`config.mk`:
```
export PLATFORM = sky130hd
export DESIGN_NAME = motor_pwm_driver_flat
export DESIGN_NICKNAME = d
export VERILOG_FILES = /design/src/rtl/motor_pkg.sv /design/src/rtl/motor_pwm_driver_if.sv /design/src/rtl/pwm_channel.sv /design/src/rtl/motor_pwm_driver.sv /design/src/flat_wrapper.sv
export SDC_FILE = /design/constraint.sdc
export NUM_CORES = 1
export LEC_CHECK = 0
export CAP_MARGIN = 0
export CORE_MARGIN = 2
export CORE_UTILIZATION = 50
export CTS_BUF_LIST = sky130_fd_sc_hd__clkbuf_4 sky130_fd_sc_hd__clkbuf_8 sky130_fd_sc_hd__clkbuf_16
export DETAILED_ROUTE_END_ITERATION = 7
export PLACE_DENSITY = 0.78
export SYNTH_ARGS = -nofsm -noshare
export SYNTH_HDL_FRONTEND = slang
export SYNTH_HIERARCHICAL = 1
export SYNTH_SLANG_ARGS = --single-unit
```
`constraint.sdc`:
```
create_clock -name clk -period 2.7 [get_ports clk]
set_clock_uncertainty 0.05 [all_clocks]
set_input_delay 0.27 -clock clk [delete_from_list [all_inputs] [get_ports clk]]
set_output_delay 0.27 -clock clk [all_outputs]
set_load 0.01 [all_outputs]
```
`src/rtl/motor_pkg.sv`:
```
// Purpose: shared direction codes, BCD limits, channel state type and BCD helpers.
// Latency: n/a (types and pure functions only).
// Backpressure: n/a.
package motor_pkg;

    localparam logic [1:0]  DIR_FWD  = 2'b10;
    localparam logic [1:0]  DIR_REV  = 2'b01;
    localparam logic [1:0]  DIR_STOP = 2'b00;
    localparam logic [11:0] BCD_MAX  = 12'h999;

    typedef enum logic {RUN, DEAD} chan_state_t;

    // True when all three nibbles are decimal digits.
    function automatic logic bcd_valid(input logic [11:0] v);
        return (v[3:0] <= 4'd9) && (v[7:4] <= 4'd9) && (v[11:8] <= 4'd9);
    endfunction

    // Three-digit BCD increment with per-digit ripple carry; 999 wraps to 000.
    function automatic logic [11:0] bcd_inc(input logic [11:0] v);
        logic [11:0] r;
        r = v;
        if (v[3:0] != 4'd9) begin
            r[3:0] = v[3:0] + 4'd1;
        end else begin
            r[3:0] = 4'd0;
            if (v[7:4] != 4'd9) begin
                r[7:4] = v[7:4] + 4'd1;
            end else begin
                r[7:4] = 4'd0;
                r[11:8] = (v[11:8] == 4'd9) ? 4'd0 : v[11:8] + 4'd1;
            end
        end
        return r;
    endfunction

endpackage

```
`src/rtl/motor_pwm_driver_if.sv`:
```
// Purpose: command and pin bundle between motion logic and the PWM driver.
// Latency: n/a (wires only).
// Backpressure: none; commands are sampled only at PWM period boundaries.
// Ports: per-driver direction/duty commands in, IN1/IN2/PWM pins, counter and status out.
interface motor_pwm_driver_if;
    logic [1:0]  directie_driverA;
    logic [1:0]  directie_driverB;
    logic [11:0] factor_dc_driverA;
    logic [11:0] factor_dc_driverB;
    logic        in1_a;
    logic        in2_a;
    logic        pwm_a;
    logic        in1_b;
    logic        in2_b;
    logic        pwm_b;
    logic [11:0] bcd_count;
    logic        period_start;
    logic        dc_err;

    modport master (
        output directie_driverA, directie_driverB, factor_dc_driverA, factor_dc_driverB,
        input  in1_a, in2_a, pwm_a, in1_b, in2_b, pwm_b, bcd_count, period_start, dc_err
    );

    modport slave (
        input  directie_driverA, directie_driverB, factor_dc_driverA, factor_dc_driverB,
        output in1_a, in2_a, pwm_a, in1_b, in2_b, pwm_b, bcd_count, period_start, dc_err
    );
endinterface

```
`src/rtl/pwm_channel.sv`:
```
// Purpose: one H-bridge channel: period-latched command, duty check, reversal dead time, pins.
// Latency: pins and pwm registered, 1 clk behind bcd_count / latched state.
// Backpressure: none; inputs between latch pulses are ignored.
// Ports: clk, rst_n, latch (wrap tick), bcd_count, dir_in, duty_in -> in1, in2, pwm, dc_err.
module pwm_channel
    import motor_pkg::*;
#(
    parameter int DEAD_PERIODS = 2
) (
    input  logic        clk,
    input  logic        rst_n,
    input  logic        latch,
    input  logic [11:0] bcd_count,
    input  logic [1:0]  dir_in,
    input  logic [11:0] duty_in,
    output logic        in1,
    output logic        in2,
    output logic        pwm,
    output logic        dc_err
);

    chan_state_t state, state_nxt;
    logic [1:0]  cur_dir, cur_dir_nxt, held_dir, held_dir_nxt;
    logic [11:0] cur_duty, cur_duty_nxt, held_duty, held_duty_nxt;
    logic [3:0]  dead_cnt, dead_cnt_nxt;
    logic        err, err_nxt;
    logic [1:0]  s_dir;
    logic [11:0] s_duty;
    logic        s_ok;

    always_ff @(posedge clk or negedge rst_n) begin
        if (!rst_n) begin
            state     <= RUN;
            cur_dir   <= DIR_STOP;
            cur_duty  <= 12'h000;
            held_dir  <= DIR_STOP;
            held_duty <= 12'h000;
            dead_cnt  <= 4'd0;
            err       <= 1'b0;
        end else begin
            state     <= state_nxt;
            cur_dir   <= cur_dir_nxt;
            cur_duty  <= cur_duty_nxt;
            held_dir  <= held_dir_nxt;
            held_duty <= held_duty_nxt;
            dead_cnt  <= dead_cnt_nxt;
            err       <= err_nxt;
        end
    end

    always_comb begin
        state_nxt     = state;
        cur_dir_nxt   = cur_dir;
        cur_duty_nxt  = cur_duty;
        held_dir_nxt  = held_dir;
        held_duty_nxt = held_duty;
        dead_cnt_nxt  = dead_cnt;
        err_nxt       = err;
        // 11 is treated as stop; an invalid duty is replaced by 000.
        s_dir  = (dir_in == 2'b11) ? DIR_STOP : dir_in;
        s_ok   = bcd_valid(duty_in);
        s_duty = s_ok ? duty_in : 12'h000;

        if (latch) begin
            err_nxt = !s_ok;
            case (state)
                RUN: begin
                    if (s_dir != DIR_STOP && cur_dir != DIR_STOP && s_dir != cur_dir) begin
                        // Reversal at speed: coast first, keep the new command pending.
                        state_nxt     = DEAD;
                        dead_cnt_nxt  = 4'(DEAD_PERIODS);
                        held_dir_nxt  = s_dir;
                        held_duty_nxt = s_duty;
                    end else begin
                        cur_dir_nxt  = s_dir;
                        cur_duty_nxt = s_duty;
                    end
                end
                DEAD: begin
                    held_dir_nxt  = s_dir;
                    held_duty_nxt = s_duty;
                    // cur_dir still holds the pre-reversal direction while dead.
                    if (s_dir == cur_dir || s_dir == DIR_STOP || dead_cnt == 4'd1) begin
                        state_nxt    = RUN;
                        dead_cnt_nxt = 4'd0;
                        cur_dir_nxt  = s_dir;
                        cur_duty_nxt = s_duty;
                    end else begin
                        dead_cnt_nxt = dead_cnt - 4'd1;
                    end
                end
                default: state_nxt = RUN;
            endcase
        end
    end

    // Plain unsigned compare is exact for valid BCD, since digit order matches weight order.
    always_ff @(posedge clk or negedge rst_n) begin
        if (!rst_n) begin
            in1 <= 1'b0;
            in2 <= 1'b0;
            pwm <= 1'b0;
        end else begin
            in1 <= (state == RUN) && (cur_dir == DIR_FWD);
            in2 <= (state == RUN) && (cur_dir == DIR_REV);
            pwm <= (state == RUN) && (cur_dir == DIR_FWD || cur_dir == DIR_REV)
                   && (bcd_count < cur_duty);
        end
    end

    assign dc_err = err;

endmodule

```
`src/rtl/motor_pwm_driver.sv`:
```
// Purpose: prescaled BCD period counter driving two independent L298-style PWM channels.
// Latency: pins 1 clk behind bcd_count; commands take effect at the next 999->000 wrap.
// Backpressure: none; commands are sampled only at the wrap.
// Ports: clk, rst_n, bus (slave): commands in, pins/bcd_count/period_start/dc_err out.
module motor_pwm_driver
    import motor_pkg::*;
#(
    parameter int PRESCALE     = 50,
    parameter int DEAD_PERIODS = 2
) (
    input  logic               clk,
    input  logic               rst_n,
    motor_pwm_driver_if.slave  bus
);

    logic [15:0] presc;
    logic [11:0] bcd;
    logic        tick;
    logic        wrap;
    logic        ps_q;
    logic        err_a;
    logic        err_b;

    assign tick = (presc == 16'(PRESCALE - 1));
    assign wrap = tick && (bcd == BCD_MAX);

    always_ff @(posedge clk or negedge rst_n) begin
        if (!rst_n) begin
            presc <= 16'd0;
            bcd   <= 12'h000;
            ps_q  <= 1'b0;
        end else begin
            presc <= tick ? 16'd0 : presc + 16'd1;
            if (tick) begin
                bcd <= bcd_inc(bcd);
            end
            ps_q <= wrap;
        end
    end

    pwm_channel #(.DEAD_PERIODS(DEAD_PERIODS)) u_chan_a (
        .clk       (clk),
        .rst_n     (rst_n),
        .latch     (wrap),
        .bcd_count (bcd),
        .dir_in    (bus.directie_driverA),
        .duty_in   (bus.factor_dc_driverA),
        .in1       (bus.in1_a),
        .in2       (bus.in2_a),
        .pwm       (bus.pwm_a),
        .dc_err    (err_a)
    );

    pwm_channel #(.DEAD_PERIODS(DEAD_PERIODS)) u_chan_b (
        .clk       (clk),
        .rst_n     (rst_n),
        .latch     (wrap),
        .bcd_count (bcd),
        .dir_in    (bus.directie_driverB),
        .duty_in   (bus.factor_dc_driverB),
        .in1       (bus.in1_b),
        .in2       (bus.in2_b),
        .pwm       (bus.pwm_b),
        .dc_err    (err_b)
    );

    assign bus.bcd_count    = bcd;
    assign bus.period_start = ps_q;
    assign bus.dc_err       = err_a | err_b;

endmodule

```
`src/flat_wrapper.sv`:
```
// flat-port wrapper written by rule: the top's interface ports become plain ports
module motor_pwm_driver_flat import motor_pkg::*;
#(
    parameter int PRESCALE     = 50,
    parameter int DEAD_PERIODS = 2
)
  (clk, rst_n, bus_directie_driverA, bus_directie_driverB, bus_factor_dc_driverA, bus_factor_dc_driverB, bus_in1_a, bus_in2_a, bus_pwm_a, bus_in1_b, bus_in2_b, bus_pwm_b, bus_bcd_count, bus_period_start, bus_dc_err);
  motor_pwm_driver_if bus_i ();
  input  logic clk;
  input  logic rst_n;
  input wire logic [$bits(bus_i.directie_driverA)-1:0] bus_directie_driverA;
  input wire logic [$bits(bus_i.directie_driverB)-1:0] bus_directie_driverB;
  input wire logic [$bits(bus_i.factor_dc_driverA)-1:0] bus_factor_dc_driverA;
  input wire logic [$bits(bus_i.factor_dc_driverB)-1:0] bus_factor_dc_driverB;
  output wire logic [$bits(bus_i.in1_a)-1:0] bus_in1_a;
  output wire logic [$bits(bus_i.in2_a)-1:0] bus_in2_a;
  output wire logic [$bits(bus_i.pwm_a)-1:0] bus_pwm_a;
  output wire logic [$bits(bus_i.in1_b)-1:0] bus_in1_b;
  output wire logic [$bits(bus_i.in2_b)-1:0] bus_in2_b;
  output wire logic [$bits(bus_i.pwm_b)-1:0] bus_pwm_b;
  output wire logic [$bits(bus_i.bcd_count)-1:0] bus_bcd_count;
  output wire logic [$bits(bus_i.period_start)-1:0] bus_period_start;
  output wire logic [$bits(bus_i.dc_err)-1:0] bus_dc_err;
  assign bus_i.directie_driverA = bus_directie_driverA;
  assign bus_i.directie_driverB = bus_directie_driverB;
  assign bus_i.factor_dc_driverA = bus_factor_dc_driverA;
  assign bus_i.factor_dc_driverB = bus_factor_dc_driverB;
  assign bus_in1_a = bus_i.in1_a;
  assign bus_in2_a = bus_i.in2_a;
  assign bus_pwm_a = bus_i.pwm_a;
  assign bus_in1_b = bus_i.in1_b;
  assign bus_in2_b = bus_i.in2_b;
  assign bus_pwm_b = bus_i.pwm_b;
  assign bus_bcd_count = bus_i.bcd_count;
  assign bus_period_start = bus_i.period_start;
  assign bus_dc_err = bus_i.dc_err;
  motor_pwm_driver #(.PRESCALE(PRESCALE), .DEAD_PERIODS(DEAD_PERIODS)) u_core (.clk(clk), .rst_n(rst_n), .bus(bus_i));
endmodule
```
Yosys cells after proc, flatten, opt, wreduce, memory -nomap -nowiden
Cells that the tools add are included.
- bits in registers: 75
- input bits: 30
- output and inout bits: 20
- word-level logic and storage cells: 132
- add/sub/neg operators: 6
- magnitude comparators: 8
- equality and inequality tests: 23
- mux-type cells: 32
- bitwise operators: 5
- reduce and logical (&&, ||, !) cells: 37
- operator list (cell ; number):
    two-way mux 12 bit ; 6
    one-hot mux 12 bit (2 select lines) ; 2
    two-way mux 4 bit ; 7
    <= comparator 4 bit, second input constant ; 6
    less-than comparator 12 bit ; 2
    logical AND 1 bit ; 17
    adder 16 x 1 -> 16 bit, second input constant ; 1
    == test 16 x 6 -> 1 bit, second input constant ; 1
    two-way mux 16 bit ; 1
    one-hot mux 4 bit (2 select lines) ; 2
    adder 4 x 1 -> 4 bit, second input constant ; 3
    == test 12 bit, second input constant ; 1
    two-way mux 2 bit ; 6
    AND reduction 3 bit ; 3
    == test 2 bit, second input constant ; 4
    == test 4 x 1 -> 1 bit, second input constant ; 2
    inequality test 2 bit, second input constant ; 4
    inequality test 4 bit, second input constant ; 2
    one-hot mux 2 bit (2 select lines) ; 2
    nonzero test 2 bit ; 4
    subtractor 4 x 1 -> 4 bit, second input constant ; 2
    logical OR 1 bit ; 6
    AND reduction 2 bit ; 3
    == test 2 x 1 -> 1 bit, second input constant ; 2
    10 further kinds ; 22

Depth between registers and ports, before layout
Gate-level depths: netlist of the first run.
- word-level depth: 7
- depth in mapped cells: 11
- mapped depth without buffers: 9

Hierarchy
Netlist of the first run, hierarchy kept.
- modules (own cells, without submodules) (module ; instances ; cells each ; area an instance (µm²) ; sequential area each (µm²)):
    motor_pwm_driver ; 1 ; 135 ; 1445.1 ; 725.7
    pwm_channel (u_core.u_chan_a) ; 1 ; 131 ; 1406.3 ; 575.6
    pwm_channel (u_core.u_chan_b) ; 1 ; 130 ; 1391.3 ; 575.6

Worst setup path after synthesis of the first run
OpenSTA, ideal clock, no wires.
- kind: reg2reg
- start: register u_core.presc[2]
- end: register u_core.u_chan_b.dead_cnt[3]
- setup time: 66 ps
- arrival time: 2329 ps
- data required time: 2584 ps
- setup slack: 254 ps
- stages on the path, launching flop included: 11
- buffers on the path: 2
- clock period less this slack: 2446 ps
- cells stage by stage: dfrtp_1 -> nor4_1 -> nand3_1 -> buf_4 -> nor4_4 -> and4_1 -> buf_4 -> nand2_1 -> or2_1 -> nor4_1 -> a221o_1
- cells in the longest elaborated chain, start to end: 3
- RTL lines (item ; line ; RTL):
    start: declaration ; motor_pwm_driver.sv:16 ; logic [15:0] presc;
    start signal: assignment ; motor_pwm_driver.sv:33 ; presc <= tick ? 16'd0 : presc + 16'd1;
    == test 16 x 6 -> 1 bit ; motor_pwm_driver.sv:24 ; assign tick = (presc == 16'(PRESCALE - 1));
    logical AND 1 bit ; motor_pwm_driver.sv:25 ; assign wrap = tick && (bcd == BCD_MAX);
    named net u_core.wrap ; motor_pwm_driver.sv:19 ; logic wrap;
    AND reduction 2 bit (no line) ; n/a ;
    end signal: assignment ; pwm_channel.sv:46 ; dead_cnt <= dead_cnt_nxt;
    end: declaration ; pwm_channel.sv:25 ; logic [3:0] dead_cnt, dead_cnt_nxt;
The timed path passes the listed nets, and every way through them passes these cells.
A chain may end at the register's enable or synchronous reset.

Worst setup path in the final report of the first run
- start: register u_core.presc[7]
- end: register u_core.u_chan_b.dead_cnt[3]
The elaborated chain is that of the path after synthesis.

==> flow_summary.yaml, run 1 <==
synthesis:
  synth_fp_nets: 464
  synth_top_area_frac: 0.442
  synth_cell_type_count: 57
  synth_top_area_cell: "dfrtp_1"
  syn_inst: 396
  synth-main-ff-cell: "dfrtp_1"
  synth-edff-count: 0
  synth_commonest_cells: "75 x dfrtp_1, 46 x inv_1, 38 x ha_1"
  ys_warn_count: 6
  yosysSeqAreaShare: 0.442
  synth.area.top_cells: "dfrtp_1 44%, ha_1 11%, a22o_1 4.1%, inv_1 4.1%, xnor2_1 3.3%"
  synth_area_per_cell_sq_um: 10.7
  yosysMostFrequentCell: "dfrtp_1"
  ys_ff_latch: 75
  async_flop_share: 1.00
  netlist_area_sq_um: 4240
pwr:
  clkPwrFrac: 0.420
  p_leak_nw: 2.31
  sequentialPowerShare: 0.520
  combinationalPowerShare: 0.060
  p_sw_uw: 467
  ir_worst_vdd_v: 0.000237
  finalPower_mw: 2.20
  p_int_mw: 1.73
  p_per_area_nw_per_um2: 429
  sw_frac_of_total: 0.212
cts:
  cts-root-buf: "clkbuf_8"
  cts_tree: "built"
  clock_path_buffers: 2
  ctsHtreeMaxLevel: 3
  path_clk_slew_ps: 80
  clkSinkCount: 75
  cts_buffers: 9
  post_cts_buffers: 0
  clk_latency_ps: 340
placed_design:
  dp_hpwl_um: 6390
  gp_congestion: 0.845
  portBuffers: 49
  pre_cts_ws_ps: 14.0
drt:
  via_per_inst: 5.68
  finalWirelength_um: 8860
  postRouteAntennaNets: 0
  drc: 0
  vias: 3238
  routedWlPerCell_um: 15.5
  drtPass1Iterations: 4
  drt-initial-drc-count: 137
global_routing:
  grt_antenna_before_repair: 0
  grt_max_degree: 76
  grt_pass1_vias: 3233
  grtUsageTotal: 0.214
  grt_pass1_wl_um: 15000
  grt.overflow.total: 0
layout:
  area_growth_pct: 20.8
  final_nets: 529
  nFillCells: 683
  final_core_util: 0.624
  diodes: 0
  drive_gt1_frac: 0.129
timing:
  finalCritPeriodShare: 0.952
  finalHoldViolations: 0
  setup_tns_ps: 0
  tightest_slew_ps: 943
  setup_viol: 0
  slew_viol_final: 0
  rsz0062_at_grt: "false"
  fin_ws_ps: 129
  slew_headroom: 0.372
  fin_crit_ps: 2570
  fmaxAchievable_mhz: 389
critical_path:
  critPathRequiredTime_ps: 2940
  crit-reg2reg-launch: "u_core/presc[7]"
  worstReg2RegEnd: "u_core/u_chan_b/dead_cnt[3]"
  r2r_slack_ps: 130
  start_kind: "register"
  critPathArrivalTime_ps: 2810
  path_max_fanout: 10
  reg2regPathDepth: 8
  crit_type: "register to register"
  end_kind: "register"
floorplanning:
  start_util: 0.516
  design.die.area_sq_um: 9240
  die_w_um: 96.1
  io_pins: 50
  die-height_um: 96.1
  std_cell_rows: 33
  coreArea_sq_um: 8220
min_path:
  min_path_type: "input pin to async pin"
run:
  maxCapViolCount: 0
status:
  status: "finished, final reports clean"
[power by group through the flow]
stage | Sequential (mW) | Clock [mW] | Combinational, mW
after floorplan | 1.16 | 0 | 0.0534
after global placement | 1.16 | 0 | 0.131
after detailed placement | 1.16 | 0 | 0.134
after CTS | 1.14 | 0.946 | 0.135
after global routing | 1.14 | 0.996 | 0.149
final | 1.14 | 0.925 | 0.132
[cells by family after synthesis]
group	share of synthesized area
AOI/OAI and AO/OA	0.162
xor gates and xnor gates	0.0495
adders and majority gates	0.112
buffers and inverters	0.0607
DFF	0.442
muxes	0.0286
and+or+nand+nor	0.145
[layout make-up]
class	count	area [sq um]	area share
Inverter	46	173	0.0337
Tap cell	105	131	0.0256
Clock inverter	1	30.0	0.00586
Clock buffer	14	186	0.0364
Sequential cell	75	1880	0.366
Multi-Input combinational cell	264	2120	0.414
Timing Repair Buffer	65	606	0.118
[state kept, by name, indices dropped and copies added (netlist names), 2 cells and up]
name	count
u_core/u_chan_b/cur_dir	2
u_core/u_chan_a/cur_dir	2
u_core/presc	16
u_core/u_chan_a/dead_cnt	4
u_core/bus.bcd_count	12
u_core/u_chan_b/cur_duty	12
u_core/u_chan_b/dead_cnt	4
u_core/u_chan_a/cur_duty	12
[cells in the final DEF, fill, tap and decap left out, types with 8 or more instances in the layout]
cell,count
dfrtp_1,75
clkdlybuf4s50_1,48
inv_1,46
ha_1,38
a22o_1,20
buf_4,16
xnor2_1,16
nor2_1,16
clkbuf_8,13
o21ai_0,13
nand2_1,12
nand3_1,12
a21oi_1,9
nor3_1,8
xor2_1,8
nor2b_1,8
mux2_2,8
a21o_1,8
nand2b_1,8
[timing repair]
action                                  4_1_cts  5_1_grt
endpoints found under the setup margin        0       32
resized for setup                             0        4
hold buffers                                  0        0
[how the worst max path moves through the flow]
stage,start,to,cells after the start
2_1_floorplan,u_core/presc[2],u_core/u_chan_b/dead_cnt[3],10
3_5_place_dp,u_core/presc[3],u_core/u_chan_b/dead_cnt[3],8
6_report,u_core/presc[7],u_core/u_chan_b/dead_cnt[3],8
3_3_place_gp,u_core/presc[3],u_core/u_chan_b/dead_cnt[3],8
5_1_grt,u_core/presc[3],u_core/u_chan_b/dead_cnt[3],8
4_1_cts,u_core/presc[3],u_core/u_chan_b/dead_cnt[3],8
[stage by stage]
| stage | area (sq um) | hold slack [ps] | std cells |
|---|---|---|---|
| after detailed placement | 4890 | 420 | 555 |
| after CTS | 5110 | 140 | 570 |
| final | 5130 | 80.2 | 570 |
| after global routing | 5130 | 194 | 570 |
| after global placement | 4890 | 409 | 555 |
| after floorplan | 4240 | -75.6 | 396 |
[worst max-delay path, stage by stage (launching register included)]
cell and delay [ps]:
dfrtp_1 420, nor4_1 380, nand2_1 200, nor4_4 320
and4_4 340, nand2_1 90, or2_1 280, nor4_1 280
a221o_1 150
[layer usage]
metal,up-vias,routed length [um],GRT usage
met4,0,167,0.0893
met3,13,502,0.0509
met2,87,4190,0.341
met1,1589,4000,0.279
li1,1549,-,-
met5,-,0,0
(Power assumes the default switching activity.)
==> run 2: changes to the inputs <==
Settings changed: CTS_BUF_LIST sky130_fd_sc_hd__clkbuf_4 sky130_fd_sc_hd__clkbuf_8 sky130_fd_sc_hd__clkbuf_16 to sky130_fd_sc_hd__clkbuf_16.
==> run 2 against run 1 <==
Against the previous run:
- utilization up 0.70 points
- routed wire length up 3.2%
- sequential share of layout area down 0.41 points
- sequential power about the same
- via count up 0.28%
- die area unchanged
- final cell count unchanged
- total power up 9.3%
- maximum frequency up 0.69%
- cell area up 1.1%
- global-route usage up 0.25 points
- highest routed layer unchanged
==> flow_summary.yaml, run 2 (synthesis gave the netlist of run 1 again) <==
timing:
  finalHoldViolations: 0
  hold_ws_ps: 132
  finalCritPeriodShare: 0.946
  fin_crit_ps: 2550
  setup_viol: 0
  slew_headroom: 0.367
  slew_viol_final: 0
  fmaxAchievable_mhz: 392
  tightest_slew_ps: 950
  setup_tns_ps: 0
  rsz0062_at_grt: "false"
critical_path:
  crit_slowest_cell: "dfrtp_1"
  critPathArrivalTime_ps: 2770
  crit_type: "register to register"
  cp_cell_sequence: "nor4bb_2, nand2_1, nor4_4, and4_4, nand2_1, or2_1, nor4_1, a221o_1"
  path_max_fanout: 10
  r2r_slack_ps: 150
  critPathMostFrequentCell: "nand2_1"
  end_kind: "register"
  cpPeakStageDelay_ps: 430
  critPathRequiredTime_ps: 2920
  start_kind: "register"
drt:
  vias: 3247
  drtPass1Iterations: 4
  postRouteAntennaNets: 0
  drc: 0
  finalWirelength_um: 9140
  routedWlPerCell_um: 16.0
  via_per_inst: 5.70
  drt-initial-drc-count: 120
global_routing:
  grt_pass1_vias: 3218
  grt.overflow.total: 0
  grt_max_degree: 76
  grt_antenna_before_repair: 0
  use_met1: 0.286
  grtUsageMet3: 0.0446
  grt-busiest-layer: "met2"
  grtUsageTotal: 0.216
  globalRouteMet2Util: 0.340
  grt_pass1_wl_um: 15100
floorplanning:
  io_pins: 50
  die_w_um: 96.1
  start_util: 0.516
  design.die.area_sq_um: 9240
  die-height_um: 96.1
  std_cell_rows: 33
  coreArea_sq_um: 8220
layout:
  largest_reg_flops: 16
  top_register: "u_core/presc"
  final_cell_mix: "75 x dfrtp_1, 48 x clkdlybuf4s50_1, 47 x inv_1"
  area_growth_pct: 22.2
  instances_no_fill: 570
  layout_commonest_cell: "dfrtp_1"
  fin_area_sq_um: 5180
  drive_gt1_frac: 0.118
  diodes: 0
  final_nets: 529
placed_design:
  portBuffers: 49
  gp_congestion: 0.845
  placed_area_sq_um: 4890
  dp.cells: 555
  dp_hpwl_um: 6390
cts:
  cts_buffers: 9
  clock_path_buffers: 2
  clk_latency_ps: 330
  clkSinkCount: 75
  path_clk_slew_ps: 60
  post_cts_buffers: 0
  cts_tree: "built"
  ctsHtreeMaxLevel: 3
  cts-root-buf: "clkbuf_16"
pwr:
  p_leak_nw: 2.34
  ir_worst_vdd_v: 0.000273
  p_per_area_nw_per_um2: 464
run:
  maxCapViolCount: 0
status:
  status: "finished, final reports clean"
min_path:
  min_path_type: "input pin to async pin"
-- run 2: power by group --
| part | internal (mW) | switching (mW) | leakage (nW) |
|---|---|---|---|
| Clock | 0.694 | 0.434 | 0.137 |
| Combinational | 0.0674 | 0.0654 | 1.19 |
| Sequential | 1.13 | 0.0123 | 1.01 |
| Total | 1.89 | 0.511 | 2.34 |
-- run 2: worst paths after layout --
kind | end | depth (start not counted) | start
setup / recovery | u_core/u_chan_b/dead_cnt[3] | 8 | u_core/presc[3]
hold reg to reg | u_core/u_chan_b/dc_err | 1 | u_core/u_chan_b/dc_err
hold / removal | u_core/bus.bcd_count[5] | 2 | rst_n
min in group clk | u_core/u_chan_b/dc_err | 1 | u_core/u_chan_b/dc_err
setup reg to reg | u_core/u_chan_b/dead_cnt[3] | 8 | u_core/presc[3]
max in group asynchronous | u_core/u_chan_b/dead_cnt[2] | 2 | rst_n
-- run 2: critical path, delay by kind of cell (launching register included) --
kind               cells  cell delay [ps]
AOI/OAI and AO/OA      1              150
DFF                    1              430
and+or+nand+nor        7             1860
-- run 2: per-layer routing --
| metal | up-vias | part of all wire |
|---|---|---|
| met5 | - | 0 |
| met4 | 0 | 0.023 |
| met3 | 17 | 0.055 |
| met2 | 96 | 0.46 |
| met1 | 1587 | 0.46 |
| li1 | 1547 | - |
-- run 2: stage by stage --
stage / power (mW) / setup WS (ps) / util
6_report: 2.41 / 147 / 0.631
5_1_grt: 2.50 / 2.05 / 0.631
4_1_cts: 2.42 / 23.6 / 0.629
3_5_place_dp: 1.30 / 14.0 / 0.596
3_3_place_gp: 1.29 / 153 / 0.596
2_1_floorplan: 1.22 / 254 / -
-- run 2: area by class of cell --
class | instances | area, sq um
Clock inverter | 6 | 48.8
Multi-Input combinational cell | 264 | 2120
Sequential cell | 75 | 1880
Tap cell | 105 | 131
Timing Repair Buffer | 65 | 606
Inverter | 46 | 173
Clock buffer | 9 | 225
Fill cell | 674 | 3030
-- run 2: repair_timing --
item                                    4_1_cts  5_1_grt
endpoints found under the setup margin        2       32
hold buffers                                  0        0
gates resized for setup                       1        3
endpoints found under the hold margin         0        0
pin swaps                                     0        0
==> RTL change 1 (flow settings as in run 1) <==
Make the reset (`rst_n`) synchronous in 3 clocked blocks.
--- a/src/rtl/pwm_channel.sv
+++ b/src/rtl/pwm_channel.sv
@@ -30,3 +30,3 @@
 
-    always_ff @(posedge clk or negedge rst_n) begin
+    always_ff @(posedge clk) begin
         if (!rst_n) begin
@@ -97,3 +97,3 @@
     // Plain unsigned compare is exact for valid BCD, since digit order matches weight order.
-    always_ff @(posedge clk or negedge rst_n) begin
+    always_ff @(posedge clk) begin
         if (!rst_n) begin
--- a/src/rtl/motor_pwm_driver.sv
+++ b/src/rtl/motor_pwm_driver.sv
@@ -26,3 +26,3 @@
 
-    always_ff @(posedge clk or negedge rst_n) begin
+    always_ff @(posedge clk) begin
         if (!rst_n) begin
Formal check against the unedited RTL: same outputs for any inputs over 10 cycles, from zero or initial values and one cycle with rst_n low; that may be too few to reach the edited logic, so the function may still have changed.
==> RTL change 1 against run 1 <==
Total power up 0.43%. Cell area decreased by 3.4%. Cell count increased by 5.6%. Largest cell class unchanged. Sequential cell count unchanged. Wire length up 1.7%. Setup slack improved by 100 ps. Largest power group unchanged. Area after synthesis decreased by 2.2%. First-iteration DRC count is 24% lower.
==> RTL change 1: results (changes against run 1) <==
| Metric | Value |
|---|---|
| Status | complete, no violations |
| Final net count | 560 (+5.9%) |
| Leak Pwr | 1.91 nW (-17%) |
| Layout non-clock buf frac | 0.120 (+0.00216) |
| Slowest cell delay on critical path | 390 ps (-30 ps) |
| Top reg by flops | u_core/presc |
| Vias in the first global route | 3313 (+2.5%) |
| Share of cells above drive strength 1 | 0.155 (+0.0259) |
| Syn nets | 504 (+8.6%) |
| Mux share of post-synthesis cell area | 0.0193 (-0.00930) |
| Met3 usage | 0.0538 (+0.00285) |
| Critical R2R Capture | u_core/u_chan_a/cur_duty[1] |
| Async set or reset register ratio after synthesis | 0 (-1.00) |
| Slowest cell on crit path | dfxtp_1 |
| Arr. time, crit path | 2670 ps (-140 ps) |
| Largest net degree at the start of global routing | 17 (-78%) |
| Worst relative slew slack | 0.345 (-0.0268) |
| Unique masters post-synth | 57 (unchanged) |
| Worst R2R Start | u_core/presc[0] |
| Pwr/cell area | 446 nW/um2 (+4.0%) |
| First-pass GRT wire length | 15.3 mm (+2.3%) |
| Count of clock buffers in the final design | 10 (-4) |
| Post-synthesis sequential area ratio | 0.362 (-0.0805) |
| Hold Path Class | reg2reg |
| Clock Network Area Fraction | 0.0447 (+0.00250) |
| Fmax | 405 MHz (+4.0%) |
| Dominant cells by area after synthesis | dfxtp_1, ha_1, a22o_2, inv_1, nand2_1 |
| Worst-path maximum fanout | 13 (+3) |
| Int Power | 0.00170 W (-1.8%) |
| Via count | 3376 (+4.3%) |
| Sequential cell area | 1500 um2 (-20%) |
| Multi-In Gates | 302 (+14%) |
| Total track usage | 0.217 (+0.00284) |
| Post-synthesis adder-cell area fraction | 0.115 (+0.00253) |
| Met2 usage | 0.374 (+0.0336) |
| Synth Area in Compound Gates | 0.191 (+0.0290) |
| Cts repair resizes | 0 (unchanged) |
| Max reg flops | 16 (unchanged) |
| Met1 Track Usage GR | 0.267 (-0.0115) |
| Multi-input logic area | 2350 um2 (+11%) |
| First-iteration detailed-routing DRC count | 104 (-24%) |
| Synth top cells by count | dfxtp_1, inv_1, ha_1 |
| Layout sequential cell count | 75 (unchanged) |
| Clock Latency Late Sink | 360 ps (+20 ps) |
| Post-Route WL | 9.01 mm (+1.7%) |
| Largest delay contributor family on the critical path | simple AND/OR/NAND/NOR gates |
| Inverter count | 41 (-11%) |
| Routability cong. | 0.815 (-3.6%) |
| Initial antenna violation count | 0 (unchanged) |
| Placed Area | 4730 um2 (-3.4%) |
| Bufs w/o clock | 63 (-3.1%) |
| Buffer count from post-CTS setup fixing | 0 (unchanged) |
| Hpwl dp | 6.67 mm (+4.4%) |
| Syn-to-layout area delta | 19.3% |
| Xor and xnor fraction of the mapped netlist area | 0.0401 (-0.00943) |
| Fill count | 686 (+0.44%) |
| CTS root buf | clkbuf_8 |
| R2R depth | 8 (unchanged) |
| Worst vdd ir | 0.256 mV (+8.4%) |
| Reg2Reg Setup Slack | 230 ps (+100 ps) |
RTL change 1: cell count changes in the layout (fill, tap and decap cells not counted), moves of 6 or more:
cell / delta
and3_1: -6
a22o_2: +20
mux2_2: -8
and4_1: +7
nand2_1: +24
xnor2_1: -8
mux2i_1: +6
dfrtp_1: -75
dfxtp_1: +75
nor4_1: -7
a22o_1: -20
RTL change 1: through the flow:
step	setup WS (ps)	hold slack, ps	total power (W)	cells
floorplan	327	358	0.00120	436
detailed placement	241	409	0.00126	586
global placement	348	393	0.00126	586
CTS	222	428	0.00223	602
global route	39.0	446	0.00230	602
finish	229	426	0.00221	602
RTL change 1: worst max path at each step:
stage	end	start	cells after the start
finish	u_core/u_chan_a/cur_duty[1]	u_core/presc[0]	8
CTS	u_core/u_chan_a/cur_duty[5]	u_core/presc[1]	9
global placement	u_core/u_chan_a/cur_dir[1]	u_core/presc[0]	8
global route	u_core/u_chan_a/cur_duty[4]	u_core/presc[0]	8
detailed placement	u_core/u_chan_a/cur_duty[2]	u_core/presc[0]	8
floorplan	u_core/u_chan_a/cur_duty[3]	u_core/presc[0]	11
RTL change 1: power groups by stage:
stage	logic, W	clock network [W]	registers, W
3_3_place_gp	0.000122	0	0.00114
2_1_floorplan	0.0000642	0	0.00114
5_1_grt	0.000135	0.00105	0.00111
4_1_cts	0.000124	0.000995	0.00111
6_report	0.000125	0.000972	0.00111
3_5_place_dp	0.000124	0	0.00114
RTL change 1: kinds of logic (layout without fill, tap and decap cells):
group	after synthesis	count (layout)
and+or+nand+nor	136	136
AOI/OAI and AO/OA	101	101
DFF	75	75
buffers and inverters	59	120
adders and majority gates	38	38
xor gates and xnor gates	19	19
muxes	8	8
RTL change 1: layer usage:
layer	vias up	wire length, um
met5	-	0
met4	0	114
met3	8	386
met2	65	4520
met1	1626	3990
li1	1677	-
==> RTL change 2 (config.mk and constraints of run 1) <==
Without the edit above. `PRESCALE` is set to 50 in 2 places; all go to 25.
--- a/src/rtl/motor_pwm_driver.sv
+++ b/src/rtl/motor_pwm_driver.sv
@@ -7,3 +7,3 @@
 #(
-    parameter int PRESCALE     = 50,
+    parameter int PRESCALE     = 25,
     parameter int DEAD_PERIODS = 2
--- a/src/flat_wrapper.sv
+++ b/src/flat_wrapper.sv
@@ -3,3 +3,3 @@
 #(
-    parameter int PRESCALE     = 50,
+    parameter int PRESCALE     = 25,
     parameter int DEAD_PERIODS = 2
Behaviour: same outputs for any inputs over 10 cycles, from zero or initial values and one cycle with rst_n low; that may be too few to reach the edited logic, so the function may still have changed.
==> RTL change 2 against run 1 <==
Critical path depth rose by 3. Fmax rose by 2.4%. Area after synthesis fell by 0.86%. Core utilization fell by 0.21 points. Count of clock-buffer cells in the layout fell by 2. First-iteration DRC count rose by 5.8%. Wire length fell by 2.3%. Sequential cell count did not move. Total power fell by 0.35%. Via count fell by 6.7%. Cell area fell by 0.83%. Setup slack improved by 59 ps. Largest cell class unchanged.
==> RTL change 2: results (changes against run 1) <==
| Metric | Value |
|---|---|
| Synth top cells by count | dfrtp_1, inv_1, ha_1 |
| Async set or reset register ratio after synthesis | 1.00 (unchanged) |
| Pre-CTS WS | 69.7 ps (+55.7 ps) |
| Vias in the first global route | 2968 (-8.2%) |
| Clock slew at the register clock pins of the worst setup and hold paths | 80 ps (about the same) |
| CTS root buf | clkbuf_8 |
| Synthesis Warnings | 6 (unchanged) |
| Dominant cells by area after synthesis | dfrtp_1, ha_1, a22o_1, inv_1, xnor2_1 |
| Status | complete, no violations |
| Post-synthesis sequential area ratio | 0.446 (+0.00382) |
| Hold Path Class | reg2reg |
| DRC Markers | 0 (unchanged) |
| Max reg flops | 16 (unchanged) |
| Unique masters post-synth | 57 (unchanged) |
| Top reg by flops | u_core/presc |
| Syn nets | 451 (-2.8%) |
| Largest net degree at the start of global routing | 33 (-57%) |
| Port Buffer Count | 49 (unchanged) |
| Hpwl dp | 6.26 mm (-2.0%) |
| Leak Pwr | 2.30 nW (-0.65%) |
| Worst vdd ir | 0.267 mV (+13%) |
| CTS buffer count | 9 (unchanged) |
| Initial antenna violation count | 0 (unchanged) |
| Clock sink count | 75 (unchanged) |
| H-tree depth | 3 (unchanged) |
| Worst-path maximum fanout | 14 (+4) |
| CTS Buffer Depth | 2 (unchanged) |
| Via-per-instance ratio | 5.43 (-4.4%) |
| Final net count | 515 (-2.6%) |
| DRT Pass-1 Iters | 4 (unchanged) |
| Worst relative slew slack | 0.508 (+0.136) |
| Clock Latency Late Sink | 360 ps (+20 ps) |
| First-iteration detailed-routing DRC count | 145 (+5.8%) |
| Routability cong. | 0.840 (-0.65%) |
| Arr. time, crit path | 2750 ps (-60 ps) |
| Total track usage | 0.205 (-0.00895) |
| First-pass GRT wire length | 14.4 mm (-3.8%) |
| Diodes inserted | 0 (unchanged) |
| Post-route setup slack | 188 ps (+59.0 ps) |
| Share of cells above drive strength 1 | 0.118 (-0.0115) |
| WL/cell | 15.6 um (+0.12%) |
-- RTL change 2: per-layer routing --
metal  global-route usage  vias up  share of wire
met1                0.289     1467           0.50
met4               0.0571        0          0.016
li1                     -     1483              -
met5                    0        -              0
met2                0.311       60           0.44
met3               0.0572       11          0.045
-- RTL change 2: path summary, 6_finish.rpt --
| path | depth (start not counted) | startpoint | endpoint |
|---|---|---|---|
| max reg2reg | 11 | u_core/presc[0] | u_core/u_chan_b/dead_cnt[3] |
| min in group asynchronous | 2 | rst_n | u_core/u_chan_b/cur_duty[1] |
| max in group asynchronous | 3 | rst_n | u_core/u_chan_a/state |
| min | 1 | u_core/u_chan_a/dc_err | u_core/u_chan_a/dc_err |
| min reg2reg | 1 | u_core/u_chan_a/dc_err | u_core/u_chan_a/dc_err |
| max | 11 | u_core/presc[0] | u_core/u_chan_b/dead_cnt[3] |
-- RTL change 2: final cells by class --
cell class / count / area, um2
Clock buffer: 12 / 165
Fill cell: 672 / 3090
Tap cell: 105 / 131
Clock inverter: 3 / 46.3
Sequential cell: 75 / 1880
Inverter: 45 / 169
Timing Repair Buffer: 64 / 613
Multi-Input combinational cell: 252 / 2080
-- RTL change 2: metrics by stage --
step | cells | utilization | hold slack (ps) | cell area, um2
6_report | 556 | 0.622 | 428 | 5080
5_1_grt | 556 | 0.622 | 453 | 5080
4_1_cts | 551 | 0.614 | 436 | 5020
3_5_place_dp | 535 | 0.587 | 319 | 4800
3_3_place_gp | 535 | 0.587 | 305 | 4800
2_1_floorplan | 383 | - | -75.6 | 4210
-- RTL change 2: repair_timing --
| item | in CTS | in global routing |
|---|---|---|
| resized for setup | 0 | 4 |
| buffers inserted | 0 | 5 |
| hold buffers | 1 | 0 |
| setup endpoints to repair | 0 | 25 |
| endpoints found under the hold margin | 29 | 0 |
-- RTL change 2: cells by family (layout without fill, tap and decap cells) --
group                    Yosys count  in the layout  share of synthesized area
AND/OR/NAND/NOR                   95             95                      0.137
AO/OA/AOI/OAI                     83             83                      0.155
flip-flops                        75             75                      0.446
buffers and inverters             56            124                     0.0666
adder cells (fa/ha/maj)           38             38                      0.113
XOR/XNOR                          25             25                     0.0521
multiplexers                      11             11                     0.0306
-- RTL change 2: power by group --
| part | internal [W] | total [W] | switching [W] |
|---|---|---|---|
| Combinational | 0.0000655 | 0.000131 | 0.0000657 |
| Clock | 0.000499 | 0.000924 | 0.000424 |
| Sequential | 0.00113 | 0.00114 | 0.00000968 |
| Total | 0.00169 | 0.00219 | 0.000499 |
-- RTL change 2: worst max-delay path: stages (launching register included) --
cell and delay (ps):
dfrtp_1 420, inv_1 80, ha_1 130, nor3b_1 160, and4_1 260, nand3_2 120
nor3b_4 300, buf_12 170, nand2_1 70, or2_1 290, nor4_2 230, a221o_1 150
